<file path="src/rtl/multicycle_ctrl.sv">
// Multicycle fetch/decode/execute control unit for the 16-bit datapath.
// Datapath controls are decoded combinationally from the current state and IR.
module multicycle_ctrl #(
    parameter int DA_W       = 8,
    parameter int RA_W       = 4,
    parameter int PC_W       = 8,
    parameter int WAIT_LIMIT = 15
) (
    input  logic            Clock,
    input  logic            Reset,
    input  logic [15:0]     IR,
    input  logic            D_RDY,
    input  logic            A_ZERO,
    input  logic            Resume,
    output logic            PC_CLR,
    output logic            PC_IC,
    output logic            PC_LD,
    output logic [PC_W-1:0] PC_TGT,
    output logic            IR_LD,
    output logic [DA_W-1:0] D_ADDR,
    output logic            D_RD,
    output logic            D_WR,
    output logic            RF_S,
    output logic            RF_W_EN,
    output logic [RA_W-1:0] RF_A_ADDR,
    output logic [RA_W-1:0] RF_B_ADDR,
    output logic [RA_W-1:0] RF_W_ADDR,
    output logic [3:0]      ALU_S,
    output logic            Halted,
    output logic            Error,
    output logic [3:0]      State
);

    localparam int CNT_W = (WAIT_LIMIT < 2) ? 1 : $clog2(WAIT_LIMIT + 1);
    localparam logic [CNT_W-1:0] CNT_MAX = CNT_W'(WAIT_LIMIT);

    localparam logic [3:0] OP_NOOP  = 4'h0;
    localparam logic [3:0] OP_STORE = 4'h1;
    localparam logic [3:0] OP_LOAD  = 4'h2;
    localparam logic [3:0] OP_ADD   = 4'h3;
    localparam logic [3:0] OP_SUB   = 4'h4;
    localparam logic [3:0] OP_HALT  = 4'h5;
    localparam logic [3:0] OP_JMP   = 4'h6;
    localparam logic [3:0] OP_JZ    = 4'h7;
    localparam logic [3:0] OP_AND   = 4'h8;
    localparam logic [3:0] OP_OR    = 4'h9;
    localparam logic [3:0] OP_XOR   = 4'hA;

    typedef enum logic [3:0] {
        S_INIT   = 4'd0,
        S_FETCH  = 4'd1,
        S_DECODE = 4'd2,
        S_LOAD_A = 4'd3,
        S_LOAD_B = 4'd4,
        S_STORE  = 4'd5,
        S_ALU    = 4'd6,
        S_JMP    = 4'd7,
        S_JZ     = 4'd8,
        S_NOOP   = 4'd9,
        S_HALT   = 4'd10,
        S_ERROR  = 4'd11
    } state_t;

    state_t           state;
    logic [CNT_W-1:0] wait_cnt;

    logic [3:0] opcode;
    logic [3:0] fld_a;
    logic [3:0] fld_b;
    logic [3:0] fld_w;
    logic [7:0] ld_addr;
    logic [7:0] st_addr;

    assign opcode  = IR[15:12];
    assign fld_a   = IR[11:8];
    assign fld_b   = IR[7:4];
    assign fld_w   = IR[3:0];
    assign ld_addr = IR[11:4];
    assign st_addr = IR[7:0];

    // Memory waits share one counter; it is zeroed on entry and on every exit.
    always_ff @(posedge Clock) begin
        if (Reset) begin
            state    <= S_INIT;
            wait_cnt <= '0;
        end else begin
            case (state)
                S_INIT:   state <= S_FETCH;
                S_FETCH:  state <= S_DECODE;
                S_DECODE: begin
                    wait_cnt <= '0;
                    case (opcode)
                        OP_NOOP:  state <= S_NOOP;
                        OP_STORE: state <= S_STORE;
                        OP_LOAD:  state <= S_LOAD_A;
                        OP_ADD, OP_SUB, OP_AND, OP_OR, OP_XOR: state <= S_ALU;
                        OP_HALT:  state <= S_HALT;
                        OP_JMP:   state <= S_JMP;
                        OP_JZ:    state <= S_JZ;
                        default:  state <= S_ERROR;
                    endcase
                end
                S_LOAD_A, S_STORE: begin
                    if (D_RDY) begin
                        wait_cnt <= '0;
                        if (state == S_LOAD_A) state <= S_LOAD_B;
                        else                   state <= S_FETCH;
                    end else if (wait_cnt == CNT_MAX) begin
                        wait_cnt <= '0;
                        state    <= S_ERROR;
                    end else begin
                        wait_cnt <= wait_cnt + CNT_W'(1);
                    end
                end
                S_LOAD_B, S_ALU, S_JMP, S_JZ, S_NOOP: state <= S_FETCH;
                S_HALT:   if (Resume) state <= S_FETCH;
                S_ERROR:  state <= S_ERROR;
                default:  state <= S_INIT;
            endcase
        end
    end

    always_comb begin
        PC_CLR    = 1'b0;
        PC_IC     = 1'b0;
        PC_LD     = 1'b0;
        PC_TGT    = '0;
        IR_LD     = 1'b0;
        D_ADDR    = '0;
        D_RD      = 1'b0;
        D_WR      = 1'b0;
        RF_S      = 1'b0;
        RF_W_EN   = 1'b0;
        RF_A_ADDR = '0;
        RF_B_ADDR = '0;
        RF_W_ADDR = '0;
        ALU_S     = 4'd0;
        Halted    = 1'b0;
        Error     = 1'b0;
        State     = state;
        case (state)
            S_INIT:   PC_CLR = 1'b1;
            S_FETCH:  IR_LD  = 1'b1;
            S_DECODE: PC_IC  = 1'b1;
            S_LOAD_A: begin
                D_RD      = 1'b1;
                D_ADDR    = ld_addr[DA_W-1:0];
                RF_S      = 1'b1;
                RF_W_ADDR = fld_w[RA_W-1:0];
            end
            S_LOAD_B: begin
                RF_S      = 1'b1;
                RF_W_EN   = 1'b1;
                RF_W_ADDR = fld_w[RA_W-1:0];
            end
            S_STORE: begin
                D_WR      = 1'b1;
                D_ADDR    = st_addr[DA_W-1:0];
                RF_A_ADDR = fld_a[RA_W-1:0];
            end
            S_ALU: begin
                RF_A_ADDR = fld_a[RA_W-1:0];
                RF_B_ADDR = fld_b[RA_W-1:0];
                RF_W_ADDR = fld_w[RA_W-1:0];
                RF_W_EN   = 1'b1;
                case (opcode)
                    OP_SUB:  ALU_S = 4'd1;
                    OP_AND:  ALU_S = 4'd2;
                    OP_OR:   ALU_S = 4'd3;
                    OP_XOR:  ALU_S = 4'd4;
                    default: ALU_S = 4'd0;
                endcase
            end
            S_JMP: begin
                PC_LD  = 1'b1;
                PC_TGT = IR[PC_W-1:0];
            end
            // PC_IC already committed in DECODE; a taken branch overwrites it.
            S_JZ: begin
                RF_A_ADDR = fld_a[RA_W-1:0];
                PC_TGT    = IR[PC_W-1:0];
                PC_LD     = A_ZERO;
            end
            S_HALT:   Halted = 1'b1;
            S_ERROR:  Error  = 1'b1;
            default: ;
        endcase
    end

endmodule

</file>
<file path="config.mk">
export PLATFORM = sky130hd
export DESIGN_NAME = multicycle_ctrl
export DESIGN_NICKNAME = d
export VERILOG_FILES = /design/src/rtl/multicycle_ctrl.sv
export SDC_FILE = /design/constraint.sdc
export NUM_CORES = 1
export LEC_CHECK = 0
export CORE_ASPECT_RATIO = 0.7
export CORE_MARGIN = 2
export CORE_UTILIZATION = 39
export CTS_BUF_LIST = sky130_fd_sc_hd__clkbuf_8 sky130_fd_sc_hd__clkbuf_16
export DETAILED_ROUTE_END_ITERATION = 12
export PLACE_DENSITY = 0.91
export REMOVE_ABC_BUFFERS = 1
export SETUP_SLACK_MARGIN = 0.3
export SYNTH_ARGS = -nofsm -noshare
export SYNTH_HDL_FRONTEND = slang
export SYNTH_SLANG_ARGS = --single-unit
export TNS_END_PERCENT = 30
</file>
<file path="constraint.sdc">
create_clock -name Clock -period 4.5 [get_ports Clock]
set_clock_uncertainty 0.1 [all_clocks]
set_input_delay 0.9 -clock Clock [delete_from_list [all_inputs] [get_ports Clock]]
set_output_delay 0.9 -clock Clock [all_outputs]
set_load 0.05 [all_outputs]
</file>
Word level (Yosys, flattened, before mapping)
Memory sizes are Yosys's and may differ from the RTL's.
Cells that the tools add are included.
{"block": "totals", "regBits": 8, "latch_bits": 0, "ram_bits": 0, "rom_bits": 64, "input_bits": 21, "out_inout_bits": 46, "elab_cells": 57, "mem_count": 1}
{"block": "op_classes", "n_addsub": 1, "mul": 0, "n_div": 0, "magnitude_cmp": 0, "n_eq_ne": 18, "shifts": 0, "muxes": 25, "bitwise_logic": 0, "n_reduce_logical": 10}
{"memory": "(name not given)", "words": 16, "word_bits": 4, "read_ports": 1, "rd_ports_with_merged_regs": 0, "wr": 0, "line": "92", "source": "case (opcode)"}
{"operator": "4-bit equality test (second input constant)", "n": 8}
{"operator": "4-bit two-way mux", "n": 8}
{"operator": "4-bit one-hot mux with 6 select lines", "n": 1}
{"operator": "4-bit by 3-bit equality test with 1-bit output (second input constant)", "n": 5}
{"operator": "8-bit one-hot mux with 2 select lines", "n": 1}
{"operator": "3-bit one-hot mux with 4 select lines", "n": 1}
{"operator": "1-bit two-way mux", "n": 9}
{"operator": "4-bit by 2-bit equality test with 1-bit output (second input constant)", "n": 2}
{"operator": "8-bit two-way mux", "n": 1}
{"operator": "4-bit one-hot mux with 2 select lines", "n": 1}
{"operator": "2-bit OR reduction", "n": 4}
{"operator": "3-bit two-way mux", "n": 2}
{"operator": "3-bit OR reduction", "n": 2}
{"operator": "6-bit OR reduction", "n": 1}
{"operator": "4-bit by 1-bit adder with 4-bit output (second input constant)", "n": 1}
{"operator": "4-bit by 1-bit equality test with 1-bit output (second input constant)", "n": 1}
{"operator": "4-bit logical NOT", "n": 1}
{"operator": "3-bit inequality test (second input constant)", "n": 1}
{"operator": "2-bit inequality test (second input constant)", "n": 1}
{"operator": "1-bit one-hot mux with 2 select lines", "n": 1}
{"operator": "2-bit AND reduction", "n": 1}
{"operator": "2-bit nonzero test", "n": 1}

Logic depth before layout (Yosys ltp)
{"block": "logic_depth", "depth_word": 4, "mapped_depth": 6, "ltp_nobuf": 5}

Least setup slack after synthesis
Ideal clock, no wire load.
{"block": "synth_timing", "path_type": "input to output", "start": "input port IR[14]", "end": "output port ALU_S[0]", "arrival_time_ns": 2.580, "t_required_ns": 3.500, "setup_slack_ns": 0.920, "path_stages": 4, "path_buffers": 1, "cell_sequence": "clkbuf_1 nor3b_1 a21oi_1 nor3b_1"}
{"block": "synth_via", "elab_chain_cells": 3, "elab_cells_between_ends": 6, "cone_classes": "4 x eq/ne; 2 x mux"}
{"item": "start, declared", "line": "11", "source": "input logic [15:0] IR,"}
{"item": "4-bit equality test or 4-bit by 3-bit equality test with 1-bit output (tied branches)", "line": "166", "source": "case (opcode)"}
{"item": "3-bit one-hot mux with 4 select lines (*)", "line": "166"}
{"item": "3-bit two-way mux (*)", "line": "141", "source": "case (state)"}
{"item": "end, declared", "line": "28", "source": "output logic [3:0] ALU_S,"}
Every way passes the cells marked *; elsewhere a longest branch is shown, timed or not.

Worst setup path in the final report
Same ends and word-level chain as after synthesis.

==> summary.txt <==
Synth
  – Post-synth EDFFs: 0
  – Most frequent cells after synthesis: and2_1, a21oi_1, nor2b_1
  – Share of the synthesized area in the top cell type: around 16%
  – Syn Inst Count: between 100 and 150
  – Mapped cell area: a little over 0.001 mm^2
  – Top-count cell post-synth: and2_1
  – Yosys warning count: 0
  – Netlist cell types: 46
  – Async S/R FF share, synth: 0%
  – Main synth FF type: dfxtp_1
  – #FFs+latches synth: 8
  – Top cells by area, synth: dfxtp_1, and2_1, a22o_1
  – Yosys top cell by area: dfxtp_1
  – Seq/Total Area, Yosys: 15.6%
  – Mean post-synth cell area: ~7.5 um^2

Finish
  – Post-route cell area: 0.00168 mm^2
  – Finished Layout Cells: about 230
  – Antenna Cells: 0
  – Area grow syn2layout: 63.8%
  – Final net count: 217
  – Final Util: a little under 70%
  – Fraction of layout cells with a size suffix above 1: under 10%

Drt
  – DRT antenna net count: 0
  – Vias per inst: ~5.6
  – Drt drc: 0
  – Drt pass-1 iters: 4
  – WL final: 3420 um
  – Vias: between 1000 and 1500
  – DR iter-0 viols: between 70 and 80
  – Drt wl/cell: ~15 um

STA
  – Post-layout min period: around 4000 ps
  – Final setup TNS: 0 ps
  – Final Cycle Share: between 80% and 90%
  – Tightest Pin Transition: roughly 650 ps
  – Setup-failing EPs final: 0
  – Worst slew margin: a little under three fifths
  – Slew Viols, Final: 0
  – Unrepaired setup endpoints after global routing: no
  – F_max: between 200 and 300 MHz
  – Hold Violations, Final: 0

Worst setup path
  – Crit path buf inv count: 2
  – Setup crit start: IR[14]
  – CP Class: input pin to output pin
  – Required time of the critical path: about 3500 ps
  – Crit path to: ALU_S[0]
  – Crit. path cell count: 5
  – Worst reg2reg path depth: 4
  – Worst setup EP type: output pin
  – Slowest cell on crit path: clkdlybuf4s50_1
  – CP delay by family, top: buffers and inverters
  – CP cell instances: clkdlybuf4s50_1 > nor3b_1 > a21oi_1 > nor3b_1 > clkdlybuf4s50_1
  – Reg2Reg Launch Point: State[2]
  – Critical Path Source Type: input pin
  – CP arrival: slightly below 3000 ps
  – Slowest cell delay on critical path: about 850 ps
  – Flop2flop setup slack: 2560 ps
  – Worst Path Max Fanout: 10
  – FF-to-FF End: wait_cnt[0]

Clock network
  – Max Root-Sink Buffers: 2
  – Cts bufs inserted: 3
  – Root buffer cell: clkbuf_8
  – # clock sinks: 8
  – Cts repair resizes: 0
  – Post-CTS Setup Repair Bufs: 0
  – Hold-fix buffers, CTS: 0
  – # H-tree levels: 1
  – Reg clk slew, reported paths: around 40 ps
  – TritonCTS clock tree: yes
  – Clk_lat worst skew: between 200 and 250 ps

Job
  – Max-Cap Viols: 0

Die
  – Core Rows: 15
  – Die W: around 65 um
  – I/O pins: 67
  – Total Die Area: ~0.0031 mm^2
  – Core ar.: between 0.002 and 0.0025 mm^2
  – Initial Util: between 40% and 50%
  – Die H: 46.9 um

Power and ir drop
  – Sw Share: 55.3%
  – Power Internal: 302 uW
  – Sequential share of power: approximately a fifth
  – PwrDens: about 400 mW/mm^2
  – Net Sw Power: approximately 370 uW
  – Clock power frac: about 13%
  – Leakage: 0.569 nW
  – Comb pwr share: between 60 and 70%
  – VDD IR max: 0.328 mV

Place
  – DP Wirelength: approximately 2700 um
  – Cell Area, Placed: ~0.0016 mm^2
  – RePlAce Congestion: about 0.93
  – IO buf count: between 60 and 70
  – Cells after DPL: 224

Worst hold path
  – Hold Path Class: flop to flop

GRT
  – First-pass GRT wire length: about 5100 um
  – Total global routing overflow: 0
  – Gr usage total: between 20% and 30%
  – Number of global-route vias before repair: roughly 1100
  – Initial antenna violation count: 0
  – Largest net degree at the start of global routing: 19

Run status
  – Outcome: finished clean
==> layer usage <==
layer  global-route usage [%]  vias to the layer above  wire length (um)
met5                        0                        -                 0
met4                     7.92                        0                51
met3                     2.64                        7               300
met2                     36.5                       72              1610
met1                     28.3                      571              1460
li1                         -                      610                 -
==> layout make-up <==
type                       instances  area [um^2]
sequential                         8          160
inverter                           2         7.51
multi-input combinational        115          781
tap                               34         42.5
clock buffer                       3         41.3
timing repair buffer              65          651
fill                             220          795
==> logic make-up (layout without fill, tap and decap cells) <==
logic type,Yosys count,count (layout),synth area share [%]
simple gates,72,72,46.8
compound gates,37,37,24.1
buf+inv,14,70,8.40
flops,8,8,15.6
xor+xnor,3,3,2.56
fa+ha+maj,1,1,1.22
other cells,1,1,0.365
mux,1,1,0.974
==> flip-flops by register name, summed over array words and instances (netlist names) <==
signal	count
State	4
wait_cnt	4
==> worst min-delay path, delay by kind of cell (launching register included) <==
| kind | cells | cell delay (ps) |
|---|---|---|
| flops | 1 | 320 |
| simple gates | 1 | 80 |
| compound gates | 1 | 60 |
==> how the worst min path moves through the flow <==
stage	start	endpoint	slack, ps	cells after the start
floorplan	wait_cnt[2]	wait_cnt[2]	360	1
global placement	wait_cnt[1]	wait_cnt[1]	380	2
detailed placement	wait_cnt[2]	wait_cnt[2]	390	1
CTS	wait_cnt[2]	wait_cnt[2]	400	1
global route	wait_cnt[1]	wait_cnt[1]	430	2
finish	wait_cnt[1]	wait_cnt[1]	410	2
==> power groups by stage <==
stage	clock network [mW]	logic [mW]	registers (mW)
after global routing	0.0929	0.486	0.131
after CTS	0.0890	0.463	0.125
after detailed placement	0	0.460	0.127
after floorplan	0	0.281	0.148
final	0.0875	0.463	0.126
after global placement	0	0.454	0.123
==> cells in the final DEF (no fill, tap or decap), types with 2 or more instances in the layout <==
cell	instances
nor2_1	4
a21oi_1	12
or3_1	2
clkbuf_8	3
o311ai_0	2
a22o_1	8
dfxtp_1	8
nor3_1	4
nand2b_1	4
nand2b_4	2
nor2b_1	9
nand2_1	8
nor4_1	2
xnor2_1	2
nand3_1	4
o22ai_1	3
nor3b_1	3
o21a_1	2
o21ai_0	3
inv_1	2
and2_1	16
clkdlybuf4s50_1	65
nor3_2	3
and3_1	3
==> through the flow <==
step	setup slack [ps]	hold slack, ps	power (mW)
after floorplan	936	358	0.429
after global placement	694	380	0.577
after detailed placement	588	395	0.587
after CTS	572	401	0.677
after global routing	503	428	0.710
final	526	405	0.676
Power figures use the tool's default switching activity.
